## config.mk

```make
export PLATFORM = sky130hd
export DESIGN_NAME = mem_wb_stage
export DESIGN_NICKNAME = d
export VERILOG_FILES = /design/src/rtl/mem_wb_stage.sv
export SDC_FILE = /design/constraint.sdc
export NUM_CORES = 1
export LEC_CHECK = 0
export ABC_AREA = 1
export CAP_MARGIN = 5
export CORE_MARGIN = 2
export CORE_UTILIZATION = 30
export DETAILED_ROUTE_END_ITERATION = 8
export DONT_BUFFER_PORTS = 1
export GPL_ROUTABILITY_DRIVEN = 0
export HOLD_SLACK_MARGIN = 0.05
export PLACE_DENSITY_LB_ADDON = 0.3
export SLEW_MARGIN = 20
export SYNTH_ARGS = -nofsm -noshare
export SYNTH_HDL_FRONTEND = slang
export SYNTH_SLANG_ARGS = --single-unit
```

## constraint.sdc

```tcl
create_clock -name clk -period 1.5 [get_ports clk]
set_clock_uncertainty 0.15 [all_clocks]
set_input_delay 0 -clock clk [delete_from_list [all_inputs] [get_ports clk]]
set_output_delay 0 -clock clk [all_outputs]
set_load 0.01 [all_outputs]
```

## src/rtl/mem_wb_stage.sv

```systemverilog
// MEM stage plus MEM/WB pipeline register: data-memory access over a req/ready handshake,
// write-back data selection, upstream stall generation, and sticky timeout/misalignment error.
module mem_wb_stage #(
  parameter int unsigned TIMEOUT = 16
) (
  input  logic        clk,
  input  logic        rst,
  input  logic [4:0]  EX_MEM_RegWriteAddr,
  input  logic [31:0] EX_MEM_ALUOut,
  input  logic [31:0] EX_MEM_PC_4,
  input  logic [31:0] EX_MEM_MUXB_Data,
  input  logic        EX_MEM_MemWrite,
  input  logic        EX_MEM_MemRead,
  input  logic [1:0]  EX_MEM_MemtoReg,
  input  logic        EX_MEM_RegWrite,
  output logic        dmem_req,
  output logic        dmem_we,
  output logic [31:0] dmem_addr,
  output logic [31:0] dmem_wdata,
  input  logic        dmem_ready,
  input  logic [31:0] dmem_rdata,
  output logic        mem_stall,
  output logic [4:0]  MEM_WB_RegWriteAddr,
  output logic [31:0] MEM_WB_WriteData,
  output logic        MEM_WB_RegWrite,
  output logic        mem_err
);

  localparam int unsigned CW = (TIMEOUT > 2) ? $clog2(TIMEOUT) : 1;
  localparam logic [CW-1:0] LAST = CW'(TIMEOUT - 1);

  typedef enum logic {IDLE, WAIT} state_t;

  state_t        state, state_nx;
  logic [CW-1:0] count, count_nx;
  logic          mem_op, misaligned, timeout_hit;
  logic [31:0]   wb_data;

  assign mem_op      = EX_MEM_MemRead | EX_MEM_MemWrite;
  assign misaligned  = mem_op && (EX_MEM_ALUOut[1:0] != 2'b00);
  assign timeout_hit = (state == WAIT) && (count == LAST) && !dmem_ready;

  // Gating with rst makes the request vanish the moment reset asserts, without waiting for a clock.
  assign dmem_req   = rst && mem_op && !misaligned && !timeout_hit;
  assign dmem_we    = EX_MEM_MemWrite;
  assign dmem_addr  = EX_MEM_ALUOut;
  assign dmem_wdata = EX_MEM_MUXB_Data;
  assign mem_stall  = dmem_req && !dmem_ready;

  always_comb begin
    unique case (EX_MEM_MemtoReg)
      2'b01:   wb_data = dmem_rdata;
      2'b10:   wb_data = EX_MEM_PC_4;
      default: wb_data = EX_MEM_ALUOut;
    endcase
  end

  always_comb begin
    // NOTE: defaults first so every path assigns both signals and no latch is inferred.
    state_nx = state;
    count_nx = count;
    unique case (state)
      IDLE: begin
        if (mem_stall) begin
          state_nx = WAIT;
          count_nx = CW'(1);
        end
      end
      WAIT: begin
        if (mem_stall) begin
          count_nx = count + CW'(1);
        end else begin
          state_nx = IDLE;
          count_nx = '0;
        end
      end
      default: begin
        state_nx = IDLE;
        count_nx = '0;
      end
    endcase
  end

  // NOTE: sequential state uses non-blocking assignments so all registers update from pre-edge values.
  always_ff @(posedge clk or negedge rst) begin
    if (!rst) begin
      state               <= IDLE;
      count               <= '0;
      MEM_WB_RegWriteAddr <= '0;
      MEM_WB_WriteData    <= '0;
      MEM_WB_RegWrite     <= 1'b0;
      mem_err             <= 1'b0;
    end else begin
      state <= state_nx;
      count <= count_nx;
      if (misaligned || timeout_hit) begin
        MEM_WB_RegWrite <= 1'b0;
        mem_err         <= 1'b1;
      end else if (mem_stall) begin
        MEM_WB_RegWrite <= 1'b0;
      end else begin
        MEM_WB_RegWriteAddr <= EX_MEM_RegWriteAddr;
        MEM_WB_WriteData    <= wb_data;
        MEM_WB_RegWrite     <= EX_MEM_RegWrite;
      end
    end
  end

endmodule
```

==> results.cfg <==
[timing]
hold_viol = 44
fmax_mhz = 616
rsz0062_at_grt = true
slew_viol_final = 0
post-route-period-util_pct = 108
worstMarginPinSlew_ns = 0.442
max-slew-margin-rel_pct = 70.2
setup_slack_ns = -0.123
fin_crit_ns = 1.62
setup_viol = 44
hold_slack_ns = -0.618

[placed_design]
dp.cells = 552
hpwl_um = 6330
io_buffers = 0

[routing]
ant_nets = 0
drcViolationCount = 0
via_count = 3167
viasPerCell = 4.66
wirelength_um = 9900
drt-initial-drc-count = 156
firstDrtPassIters = 5
wire_per_inst_um = 14.6

[die]
die_w_um = 107
core_um2 = 10300
start_util_pct = 30.8
die_area_um2 = 11400
ioPinCount = 247
num_rows = 37
fp.dieH_um = 107

[final_layout]
fillCellCount = 1055
fin_cells = 679
num-nets-final = 686
final_core_util_pct = 43.5
drive_above_1_share_pct = 14.7
antenna_cells = 0
area_growth_pct = 41.3

[setup_path]
crit_type = reg2out
cp.required_ns = 1.35
end_kind = output port
worstPathArrival_ns = 1.47
startpoint_type = register
critPathMaxFanout = 3

[global_route]
grt_pass1_wl_um = 14600
grt_pass1_vias = 2953
grt_max_degree = 46
grtUsageTotal_pct = 16.0
antenna_found_initial = 0
overflow = 0

[logic_synthesis]
yosysSeqAreaShare_pct = 34.7
synth_area_um2 = 3180
yosys-top-cells-area = dfrtp_1, nand2_1, buf_4
syn_inst = 487
synth_top_area_share_pct = 34.7
yosys_warnings = 0
syn-num-nets = 631
avgSynthCellArea_um2 = 6.52
synth.distinct_cells = 17
post-synth-top-area-cell = dfrtp_1
synth_seq_cells = 44

[cts]
clkSlewWorstSetupHoldPaths_ns = 0.09
ctsRootBufferMaster = clkbuf_8
cts_sinks = 44
clockBufferDepth = 2
cts_max_level = 2
numCtsBuffers = 5
cts_tree = yes
clk_latency_ns = 0.30

[job]
cap_violations = 0

[power]
total_power_mw = 3.64
p_leak_nw = 2.37
power.density_nw_per_um2 = 810
vdd_drop_max_mv = 0.384

[run_status]
violations = hold timing, setup timing
status = finished, violations left

[min_path]
hp-class = in2async
-- cells in the mapped netlist --
cell      number
nor2_2         1
inv_2          3
nand3_1       43
buf_2          6
ha_1           3
buf_4         66
inv_1         11
dfrtp_1       44
nand2_1      276
nand3_2        2
buf_6          5
clkbuf_1      13
nand4_1        4
o21ai_0        2
nor2_1         6
o211ai_2       1
o21a_1         1
-- per-layer routing --
metal / up-vias / global-route usage (%) / wire (µm)
li1: 1534 / - / -
met1: 1477 / 19.0 / 4040
met2: 149 / 30.0 / 5040
met3: 7 / 3.04 / 734
met4: 0 / 3.25 / 87
met5: - / 0 / 0
-- worst paths after layout --
path,startpoint,endpoint,slack (ns),depth (start not counted)
max in group asynchronous,rst,state$_DFF_PN0_,1.58,1
worst max register to register,count[0]$_DFFE_PN0P_,MEM_WB_WriteData[2]$_DFFE_PN0P_,-0.11,9
min in group clk,EX_MEM_MemRead,count[1]$_DFFE_PN0P_,0.11,7
worst min register to register,mem_err$_DFFE_PN0P_,mem_err$_DFFE_PN0P_,0.39,2
worst min-delay path,rst,MEM_WB_WriteData[6]$_DFFE_PN0P_,-0.62,1
worst max-delay path,count[0]$_DFFE_PN0P_,mem_stall,-0.12,8
-- kinds of logic after synthesis --
family / Yosys count / synth area share [%]
adder cells (fa/ha/maj): 3 / 1.18
AO/OA/AOI/OAI: 4 / 0.945
flip-flops: 44 / 34.7
buffers and inverters: 104 / 21.5
AND/OR/NAND/NOR: 332 / 41.7
-- worst max-delay path, stage by stage (launching register included) --
cell	delay, ns
dfrtp_1	0.40
ha_2	0.20
nand2_2	0.08
inv_2	0.05
nand3_4	0.09
nand3_4	0.10
buf_12	0.15
clkinv_8	0.03
buf_6	0.08
-- final cells by class --
class	count	area (µm²)	area share, %
multi-input combinational	339	1530	34.1
timing repair buffer	138	1510	33.6
sequential	44	1100	24.6
tap	136	170	3.79
clock buffer	5	68.8	1.53
inverter	14	65.1	1.45
clock inverter	3	42.5	0.948
-- registers in the layout, indices dropped and copies added (netlist names) --
| register | flops |
|---|---|
| state | 1 |
| MEM_WB_RegWrite | 1 |
| mem_err | 1 |
| MEM_WB_RegWriteAddr | 5 |
| MEM_WB_WriteData | 32 |
| count | 4 |
-- cells in the final DEF, fill, tap and decap left out, types with 3 or more instances in the layout --
cell / netlist / layout
nand3_2: 2 / 10
nand4_1: 4 / 4
clkbuf_8: 0 / 5
nor2_2: 1 / 5
nand2_2: 0 / 10
buf_12: 0 / 9
dfrtp_1: 44 / 43
inv_1: 11 / 10
inv_2: 3 / 3
nand2_1: 276 / 264
dlygate4sd3_1: 0 / 104
nand3_1: 43 / 33
buf_4: 66 / 14
buf_6: 5 / 7
-- stage by stage --
step / setup TNS (ns) / hold WS, ns / worst slack, ns / instance area [µm²]
after floorplan: 0 / -0.446 / 0.00947 / 3180
after global placement: -0.0452 / -0.445 / -0.00644 / 2990
after detailed placement: -1.63 / -0.445 / -0.0527 / 2990
after CTS: -4.10 / -0.611 / -0.129 / 4320
after global routing: -6.96 / -0.614 / -0.203 / 4490
final: -3.62 / -0.618 / -0.123 / 4490
-- what timing repair did --
item,CTS,global route
gates cloned,2,1
hold buffers,104,1
pin swaps,4,6
setup endpoints to repair,43,45
hold endpoints to repair,152,86
resized for setup,16,32
setup buffers,8,3
-- report_power, final --
part           total [mW]  switching (mW)  internal, mW
sequential           1.62           0.244          1.37
combinational        1.10           0.546         0.552
clock               0.922           0.429         0.493
No activity file was read; power rests on OpenSTA's default activity.
